$ cat src/rtl/axi_ni_request_scheduler.sv
// axi_ni_request_scheduler: round-robin AR/AW scheduler feeding the NI header and write-data path.
// Define AXI_NI_SCHED_WLAST_CHECK_EN to enable the sticky wlast/burst-length consistency flag.
`ifndef AXILENWD
`define AXILENWD 8
`endif

module axi_ni_request_scheduler #(
    parameter int LENWD = `AXILENWD
) (
    input  logic             clock,
    input  logic             reset_n,
    input  logic             arvalid,
    input  logic [LENWD-1:0] arlen,
    output logic             arready,
    input  logic             awvalid,
    input  logic [LENWD-1:0] awlen,
    output logic             awready,
    input  logic             wvalid,
    input  logic             wlast,
    output logic             wready,
    output logic             write_select,
    output logic             hdr_valid,
    input  logic             hdr_ready,
    output logic             data_valid,
    input  logic             data_ready,
    output logic             wlast_err
);
    localparam logic [1:0] IDLE = 2'd0, HDR = 2'd1, WDATA = 2'd2;

    logic [1:0]       state;
    logic             last_grant;
    logic [LENWD-1:0] len_q;
    logic [LENWD:0]   beat_cnt;
    logic             grant_w, beat, last_beat;

    // On a tie the channel opposite to the last served one wins
    assign grant_w    = awvalid & (~arvalid | ~last_grant);
    assign hdr_valid  = state == HDR;
    assign arready    = hdr_valid & hdr_ready & ~write_select;
    assign awready    = hdr_valid & hdr_ready & write_select;
    assign data_valid = (state == WDATA) & wvalid;
    assign wready     = (state == WDATA) & data_ready;
    assign beat       = data_valid & data_ready;
    assign last_beat  = beat_cnt == {1'b0, len_q};

    always_ff @(posedge clock) begin
        if (!reset_n) begin
            state        <= IDLE;
            last_grant   <= 1'b1;
            write_select <= 1'b0;
            len_q        <= '0;
            beat_cnt     <= '0;
        end else begin
            case (state)
                IDLE: if (arvalid | awvalid) begin
                    write_select <= grant_w;
                    len_q        <= grant_w ? awlen : arlen;
                    beat_cnt     <= '0;
                    state        <= HDR;
                end
                HDR: if (hdr_ready) begin
                    last_grant <= write_select;
                    state      <= write_select ? WDATA : IDLE;
                end
                WDATA: if (beat) begin
                    beat_cnt <= beat_cnt + 1'b1;
                    if (last_beat) state <= IDLE;
                end
                default: state <= IDLE;
            endcase
        end
    end

`ifdef AXI_NI_SCHED_WLAST_CHECK_EN
    always_ff @(posedge clock) begin
        if (!reset_n) wlast_err <= 1'b0;
        else if (beat && (wlast != last_beat)) wlast_err <= 1'b1;
    end
`else
    // wlast is only observed by the optional checker
    assign wlast_err = 1'b0 & wlast;
`endif
endmodule

$ cat config.mk
export PLATFORM = sky130hd
export DESIGN_NAME = axi_ni_request_scheduler
export DESIGN_NICKNAME = d
export VERILOG_FILES = /design/src/rtl/axi_ni_request_scheduler.sv
export SDC_FILE = /design/constraint.sdc
export NUM_CORES = 1
export LEC_CHECK = 0
export BUFFER_PORTS_ARGS = -buffer_cell sky130_fd_sc_hd__buf_2
export CAP_MARGIN = 20
export CORE_MARGIN = 10
export CORE_UTILIZATION = 45
export DETAILED_ROUTE_END_ITERATION = 10
export MAX_ROUTING_LAYER = met4
export PLACE_DENSITY = 0.73
export SYNTH_ARGS = -nofsm -noshare
export SYNTH_HDL_FRONTEND = slang
export SYNTH_SLANG_ARGS = --single-unit
$ cat constraint.sdc
create_clock -name clock -period 1.6 [get_ports clock]
set_input_delay 0.08 -clock clock [delete_from_list [all_inputs] [get_ports clock]]
set_output_delay 0.08 -clock clock [all_outputs]
set_load 0.05 [all_outputs]
==> results of run 1 <==
## final timing paths
check	start	end	slack, ps	depth (start not counted)
setup / recovery	state[1]$_SDFFE_PN0P_	beat_cnt[5]$_SDFFE_PN0P_	80	4
hold / removal	hdr_ready	state[0]$_SDFFE_PN0P_	70	3
setup reg to reg	state[1]$_SDFFE_PN0P_	beat_cnt[5]$_SDFFE_PN0P_	80	4
hold reg to reg	last_grant$_SDFFE_PN1P_	last_grant$_SDFFE_PN1P_	480	2
## per-stage QoR
stage | worst slack, ps | instances | power [mW] | utilization, %
6_report | 83.3 | 193 | 1.06 | 60.0
5_1_grt | 4.18 | 193 | 1.12 | 60.0
4_1_cts | 50.4 | 193 | 1.07 | 59.9
3_5_place_dp | 84.8 | 188 | 0.809 | 58.2
3_3_place_gp | 111 | 188 | 0.799 | 58.2
2_1_floorplan | 16.9 | 129 | 0.744 | -
## layout make-up
cell class	instances	area [um2]	area share, %
Tap cell	28	35.0	2.56
Timing Repair Buffer	39	225	16.5
Sequential cell	21	425	31.1
Clock inverter	1	5.00	0.366
Multi-Input combinational cell	98	642	47.0
Clock buffer	3	22.5	1.65
Inverter	3	11.3	0.824
## cells in the final DEF (no fill, tap or decap), types with 2 or more instances in the layout
master / synthesis / final
inv_1: 3 / 3
buf_2: 2 / 28
o21ai_0: 3 / 3
nand3_1: 5 / 5
or3_1: 2 / 2
nand4_1: 2 / 2
o31ai_1: 3 / 3
or4_1: 3 / 3
dfxtp_1: 21 / 17
nor2_1: 16 / 15
nor3_1: 2 / 2
a211oi_1: 11 / 11
a21oi_1: 8 / 8
clkbuf_4: 0 / 3
nand2_1: 6 / 6
xor2_1: 4 / 4
mux2i_1: 9 / 9
dfxtp_2: 0 / 4
xnor2_1: 7 / 7
buf_4: 1 / 10
and2_1: 3 / 3
## worst max-delay path, cell delays in order (launching register included)
cell and delay [ps]:
dfxtp_2 360, o21bai_2 210, a21o_1 220, or4_1 510, a21oi_1 160
## cell families after synthesis
family | after synthesis | synth area share [%]
DFF | 21 | 37.9
AOI/OAI and AO/OA | 32 | 19.5
muxes | 9 | 8.13
other | 1 | 0.338
xor gates and xnor gates | 11 | 8.69
adders and majority gates | 1 | 1.13
and+or+nand+nor | 44 | 19.5
buffers and inverters | 10 | 4.74
## flip-flops by register name, summed over array words and instances, names as in the netlist
register      count
beat_cnt          9
last_grant        1
len_q             8
state             2
write_select      1
## per-layer routing
| layer | up-vias | part of all wire [%] | track usage [%] | wire length, um |
|---|---|---|---|---|
| li1 | 534 | - | - | - |
| met1 | 475 | 49 | 12.3 | 1330 |
| met2 | 24 | 47 | 18.2 | 1270 |
| met3 | 2 | 2.9 | 4.28 | 77 |
| met4 | 0 | 0.37 | 3.26 | 10 |
| met5 | - | 0 | - | 0 |
## repair_timing
action	in CTS	in global routing
pin swaps	0	1
setup endpoints to repair	1	5
hold buffers	1	0
resized for setup	1	3
hold endpoints to repair	1	0
## power by group through the flow
stage          Combinational [mW]  Clock, mW  Sequential, mW
5_1_grt                     0.245      0.297           0.582
3_3_place_gp                0.212          0           0.588
4_1_cts                     0.222      0.273           0.578
6_report                    0.221      0.264           0.577
2_1_floorplan               0.159          0           0.585
3_5_place_dp                0.219          0           0.589
==> out/qor.txt, run 1 <==
Top-count cell post-synth -> dfxtp_1
DRT Wirelength -> 2690 um
Status -> complete, no violations
DP Area -> 0.00132 mm2
Seq/Total Area, Yosys -> 37.9%
Final Wtd Congestion -> 0.772
First-pass GRT wire length -> 4480 um
Initial antenna violation count -> 0
Fmax -> 659 MHz
Seq pwr share -> 54.3%
Share of cells above drive strength 1 -> 30.3%
Top Ports -> 31
Synth async-reset ratio -> 0%
Combinational share of power -> 20.8%
Dpl hpwl -> 2200 um
CTS root buf -> clkbuf_4
IR drop worst, VDD -> 0.604 mV
Crit start category -> flip-flop
Core Area -> 0.00228 mm2
Clock-pin slew on the worst setup and hold paths -> 120 ps
Post-synth top cells -> dfxtp_1, nor2_1, a211oi_1
Antenna cells -> 0
Post-synth EDFFs -> 0
Final worst path period need -> 1520 ps
Top cells by area, synth -> dfxtp_1, mux2i_1, a211oi_1, xnor2_1, nor2_1
Fin crit share -> 94.8%
Total GRT Usage -> 11.2%
Via density -> 5.36
Crit Path Category -> flip-flop to flip-flop
Mean Syn Cell Area -> 8.59 um2
Cell area power density -> 778 mW/mm2
Inserted Clock Buffers -> 3
Synth top area share -> 37.9%
Setup violators final -> 0
Final-report hold violation count -> 0
NumNets Final -> 191
CTS tree -> yes
Total grt overflow -> 0
Die area -> 0.00485 mm2
Vias in the first global route -> 1051
Initial Util -> 48.7%
CTS H-tree depth -> 1
Synthesized net count -> 154
Final Cell Area -> 0.00137 mm2
Drt first pass iters -> 4
PortBufs -> 28
Seq cells post-synth -> 21
Synth cell types -> 36
Most used flip-flop cell after synthesis -> dfxtp_1
Clock latency on the worst-skew pair -> 310 ps
Setup repair after global routing missed its margin -> false
Initial DRC count -> 44
Setup TNS -> 0 ps
Die height -> 69.6 um
Fillers -> 219
Die W -> 69.6 um
Clk_skew -> 2.03 ps
Wire per inst -> 13.9 um
Yosys warns -> 0
Crit end category -> flip-flop
Via count -> 1035
Worst EP arrival -> 1770 ps
Sink Count -> 21
Max-cap violations -> 0
Clk pwr share -> 24.9%
Crit path required time -> 1850 ps
ANT nets after route -> 0
Largest net degree at the start of global routing -> 17
Int Pwr -> 741 uW
Worst hold margin -> 74.6 ps
Row cnt -> 17
Hold Crit Class -> input pin to flip-flop
Area leader, netlist -> dfxtp_1
Slew Limit Fails -> 0
Residual DRC -> 0
Crit Path Max Fanout -> 6
Sw Ratio -> 30.3%
P_sw -> 322 uW
Setup Buffers After CTS -> 0
Cells after Synth -> 129
Mapped Area -> 0.00111 mm2
Leak -> 0.576 nW
Area growth syn-to-layout -> 23.3%
Clock Tree Buf Depth -> 2
No activity file was read; power rests on OpenSTA's default activity.
==> inputs of run 2 (changes only) <==
- CORE_UTILIZATION: 45 -> 50
- PLACE_DENSITY: 0.73 -> 0.77
- clock period: 1.6 -> 1.5 ns (I/O delays scaled with it)
==> run 2 against run 1 <==
Compared with the run above: sequential power is 6.2% higher; critical path depth stayed put; critical path type unchanged; register-to-register slack worse by 80 ps; cell area is 6.2% higher; hold slack better by 8.3 ps; non-clock buffer count is 5 higher; first-iteration DRC count is 34% lower; core utilization is 11 points higher; wire length is 8.6% higher; final cell count is 2.1% higher; clock power is 2% higher.
==> out/qor.txt, run 2 (synthesis gave the netlist of run 1 again) <==
Status -> complete, no violations
Commonest non-fill, non-tap cell in the layout -> buf_2
Top Metal Used -> met4
CTS tree -> yes
Row cnt -> 16 (-1)
Top Registers -> beat_cnt: 9 flops, len_q: 8 flops, state: 2 flops
Fmax -> 668 MHz (+1.3%)
Commonest non-fill, non-tap cells in the layout -> buf_2, dfxtp_1, buf_4
Fin crit share -> 99.8% (+5.0 points)
Residual DRC -> 0 (unchanged)
Met2 WL -> 1460 um (+15%)
ANT nets after route -> 0 (unchanged)
Via density -> 5.54 (+3.4%)
Initial Util -> 54.3% (+5.6 points)
CP Cell Sequence -> o21bai_4, a21o_1, or4_4, a21oi_2
Crit path required time -> 1740 ps (-110 ps)
Die W -> 67.1 um (-3.7%)
Final Wtd Congestion -> 0.815 (+5.5%)
Place WS -> -7.96 ps (-92.7 ps)
Final Cell Area -> 0.00145 mm2 (+6.2%)
Layout Cells excl Fill -> 197 (+2.1%)
CTS H-tree depth -> 1 (unchanged)
Largest net degree at the start of global routing -> 17 (unchanged)
Met3 WL -> 106 um (+38%)
Core Area -> 0.00204 mm2 (-10%)
Clock Tree Buf Depth -> 2 (unchanged)
Worst hold margin -> 82.9 ps (+8.34 ps)
CP peak stage delay -> 520 ps (about the same)
Reg with most FFs -> beat_cnt
Final Util -> 71.1% (+11 points)
Total GRT Usage -> 14.2% (+3.1 points)
Antenna cells -> 0 (unchanged)
Clock-pin slew on the worst setup and hold paths -> 110 ps (about the same)
Crit Path Category -> flip-flop to flip-flop
Fin worst setup slack -> 3.41 ps (-79.9 ps)
Routed met1 length -> 1290 um (-3.0%)
Crit start category -> flip-flop
IR drop worst, VDD -> 0.737 mV (+22%)
Initial DRC count -> 29 (-34%)
Initial antenna violation count -> 0 (unchanged)
Leak -> 0.595 nW (+3.2%)
Placed insts -> 190 (+1.1%)
DRT Wirelength -> 2920 um (+8.6%)
Dpl hpwl -> 2330 um (+5.8%)
Final worst path period need -> 1500 ps (-20.1 ps)
Pwr Total -> 1.14 mW (+7.1%)
Cell area power density -> 784 mW/mm2 (+0.85%)
PortBufs -> 28 (unchanged)
Crit Path Max Fanout -> 6 (unchanged)
Max reg flops -> 9 (unchanged)
Via count -> 1092 (+5.5%)
CP max-delay cell -> or4_4
Setup repair after global routing missed its margin -> true
Total grt overflow -> 0 (unchanged)
DP Area -> 0.00136 mm2 (+3.0%)
Top delay family on crit path -> compound AO/OA/AOI/OAI gates
Inserted Clock Buffers -> 3 (unchanged)
Hold Crit Class -> input pin to flip-flop
First-pass GRT wire length -> 4850 um (+8.3%)
Die height -> 67.1 um (-3.7%)
Worst EP arrival -> 1730 ps (-40 ps)
Drt first pass iters -> 4 (unchanged)
Setup TNS -> 0 ps (unchanged)
Sink Count -> 21 (unchanged)
Area growth syn-to-layout -> 30.9%
Clk_skew -> 5.74 ps (+3.71 ps)
Die area -> 0.00450 mm2 (-7.2%)
NumNets Final -> 196 (+2.6%)
Share of cells above drive strength 1 -> 35.3% (+5.0 points)
Slew Limit Fails -> 0 (unchanged)
Final-report hold violation count -> 0 (unchanged)
Wire per inst -> 14.8 um (+6.4%)
Crit end category -> flip-flop
Vias in the first global route -> 1115 (+6.1%)
Setup violators final -> 0 (unchanged)
Max-cap violations -> 0 (unchanged)
Clock latency on the worst-skew pair -> 300 ps (about the same)
Buf+Inv Stages, Crit Path -> 0 (unchanged)
Top Ports -> 31 (unchanged)
CTS root buf -> clkbuf_4
run 2: changes by cell type in the layout (fill, tap and decap cells not counted), sizes merged:
cell    previous run  this run
clkinv             1         0
clkbuf             3         5
buf               38        42
run 2: power by group:
| part | internal [mW] | switching (mW) |
|---|---|---|
| sequential | 0.588 | 0.0258 |
| clock | 0.104 | 0.165 |
| combinational | 0.112 | 0.144 |
run 2: worst reg2reg max path, cell delays in order, from the launching register on:
cell and delay, ps:
dfxtp_4 380, o21bai_4 180, a21o_1 210, or4_4 520, a21oi_2 150
run 2: metal layers:
layer,GRT usage [%],vias to the layer above
li1,-,546
met1,15.3,511
met2,23.9,28
met3,2.84,7
met4,7.69,0
met5,-,-
run 2: repair_timing:
action	4_1_cts	5_1_grt
setup endpoints to repair	4	8
pin swaps	1	4
hold endpoints to repair	1	0
buffers inserted	1	1
hold buffers	1	0
resized for setup	0	12
run 2: layout make-up:
class | count | area (um2)
fillers | 182 | 591
flip-flops and latches | 21 | 428
clock buffers | 4 | 26.3
inverters | 3 | 11.3
repair buffers | 44 | 268
well taps | 27 | 33.8
multi-input cells | 98 | 684
run 2: final timing paths:
| kind | end | slack (ps) | start | cells past startpoint |
|---|---|---|---|---|
| max | beat_cnt[5]$_SDFFE_PN0P_ | 3 | state[1]$_SDFFE_PN0P_ | 4 |
| min | state[0]$_SDFFE_PN0P_ | 80 | hdr_ready | 3 |
| max reg2reg | beat_cnt[5]$_SDFFE_PN0P_ | 3 | state[1]$_SDFFE_PN0P_ | 4 |
| min reg2reg | last_grant$_SDFFE_PN1P_ | 480 | last_grant$_SDFFE_PN1P_ | 2 |
==> inputs of run 3 (changes only) <==
- clock period: 1.5 -> 1.45 ns (I/O delays scaled with it)
==> run 3 against run 2 <==
Compared with the run above: the flow now finishes with violations (negative setup slack); global-route usage increased by 0.61 points; setup slack worse by 39 ps; via count up 4.8%; wire length rose by 13%; die area unchanged; first-iteration DRC count up 130%; critical path depth is the same; sequential power grew 3.6%; hold slack about the same; critical path type is now flip-flop to output port; largest cell class unchanged; largest power group unchanged.
==> out/qor.txt, run 3 (synthesis gave the netlist of run 1 again) <==
Setup repair after global routing missed its margin -> true
Clock Tree Buf Depth -> 2 (unchanged)
Slew Limit Fails -> 0 (unchanged)
Hold Crit Class -> input pin to flip-flop
Final worst path period need -> 1490 ps
Reg with most FFs -> beat_cnt
Largest net degree at the start of global routing -> 14 (-3)
Antenna cells -> 0 (unchanged)
Leak -> 0.633 nW (+6.4%)
Max reg flops -> 9 (unchanged)
Max-cap violations -> 0 (unchanged)
Die area -> 0.00450 mm2 (unchanged)
Inserted Clock Buffers -> 3 (unchanged)
Vias in the first global route -> 1195 (+7.2%)
Total grt overflow -> 0 (unchanged)
First-pass GRT wire length -> 5160 um (+6.4%)
Failing checks -> negative setup slack
Clock-pin slew on the worst setup and hold paths -> 120 ps (about the same)
Status -> complete, but fails checks
Initial Util -> 54.3% (unchanged)
Share of cells above drive strength 1 -> 43.7% (+8.4 points)
Commonest non-fill, non-tap cell in the layout -> buf_2
Worst EP arrival -> 1410 ps (-320 ps)
Pin slew with the least headroom to its limit -> 555 ps
Placed insts -> 193 (+1.6%)
Top Ports -> 31 (unchanged)
Crit Path Category -> flip-flop to output port
Dpl hpwl -> 2290 um (-1.5%)
Final-report hold violation count -> 0 (unchanged)
Row cnt -> 16 (unchanged)
Layout Cells excl Fill -> 201 (+2.0%)
Normalized max-slew margin -> 62.6%
Area growth syn-to-layout -> 40.3%
Clk_skew -> 2.60 ps (-3.14 ps)
Core Area -> 0.00204 mm2 (unchanged)
Worst hold margin -> 83.4 ps (+0.492 ps)
Total GRT Usage -> 14.8% (+0.61 points)
Crit end category -> output port
PortBufs -> 28 (unchanged)
Residual DRC -> 0 (unchanged)
Die height -> 67.1 um (unchanged)
Clock latency on the worst-skew pair -> 300 ps (about the same)
Fin worst setup slack -> -35.1 ps (-38.5 ps)
Via count -> 1144 (+4.8%)
Final Wtd Congestion -> 0.840 (+3.1%)
Cell area power density -> 789 mW/mm2 (+0.58%)
Fillers -> 152 (-16%)
Initial DRC count -> 67 (+130%)
Initial antenna violation count -> 0 (unchanged)
Fin crit share -> 102%
Pwr Total -> 1.23 mW (+7.8%)
Commonest non-fill, non-tap cells in the layout -> buf_2, buf_4, nor2_1
ANT nets after route -> 0 (unchanged)
Drt first pass iters -> 4 (unchanged)
Crit Path Max Fanout -> 4 (-2)
Top Registers -> beat_cnt: 9 flops, len_q: 8 flops, state: 2 flops
Via density -> 5.69 (+2.7%)
Die W -> 67.1 um (unchanged)
Crit path required time -> 1380 ps (-360 ps)
NumNets Final -> 200 (+2.0%)
Fmax -> 673 MHz
IR drop worst, VDD -> 0.877 mV (+19%)
Wire per inst -> 16.4 um (+11%)
CTS root buf -> clkbuf_4
Sink Count -> 21 (unchanged)
CTS H-tree depth -> 1 (unchanged)
Setup violators final -> 5 (+5)
Crit start category -> flip-flop
DRT Wirelength -> 3300 um (+13%)
CTS tree -> yes
==> run 3: changes by cell type in the layout (fill, tap and decap cells not counted), sizes merged <==
cell      previous run  this run
buf                 42        47
clkbuf               5         3
clkinvlp             0         1
==> run 3: worst paths after layout <==
| path | to | from | cells after the start | slack, ps |
|---|---|---|---|---|
| setup / recovery | awready | state[1]$_SDFFE_PN0P_ | 4 | -40 |
| hold / removal | len_q[3]$_SDFFE_PN0P_ | arlen[3] | 3 | 80 |
| setup reg to reg | beat_cnt[7]$_SDFFE_PN0P_ | state[1]$_SDFFE_PN0P_ | 4 | -20 |
| hold reg to reg | last_grant$_SDFFE_PN1P_ | last_grant$_SDFFE_PN1P_ | 2 | 510 |
==> run 3: per-layer routing <==
metal  track usage, %  part of all wire [%]
met2             26.3                    49
met1             15.1                    43
met4             4.87                   3.2
met5                -                     0
met3             4.68                   4.8
==> run 3: critical path, cell delays in order, from the launching register on <==
cell and delay [ps]:
dfxtp_2 360, buf_6 120, and2b_4 270, and3_4 210, buf_8 140
==> run 3: per-stage QoR <==
step	setup WS, ps	utilization [%]	cell area, um2	TNS (ps)
after detailed placement	3.67	68.0	1390	0
after floorplan	2.38	-	1140	0
after CTS	-8.48	72.4	1480	-8.48
final	-35.1	76.2	1560	-103
after global placement	51.7	68.0	1390	0
after global routing	-80.7	76.2	1560	-377
==> run 3: repair_timing <==
| item | 4_1_cts | 5_1_grt |
|---|---|---|
| setup buffers | 2 | 1 |
| pin swaps | 2 | 8 |
| gates cloned | 0 | 0 |
| setup endpoints to repair | 8 | 12 |
| endpoints found under the hold margin | 1 | 0 |
| gates resized for setup | 10 | 21 |
| hold buffers | 1 | 0 |
==> run 3: final cells by class <==
type                       instances  area (um2)  area share, %
tap                               27        33.8           2.17
inverter                           3        11.3          0.724
clock inverter                     1        7.51          0.483
timing repair buffer              48         322           20.7
clock buffer                       3        22.5           1.45
multi-input combinational         98         726           46.7
sequential                        21         433           27.8
==> run 3: report_power, final <==
part	switching, mW	internal (mW)
logic	0.165	0.134
registers	0.0275	0.608
clock network	0.187	0.105
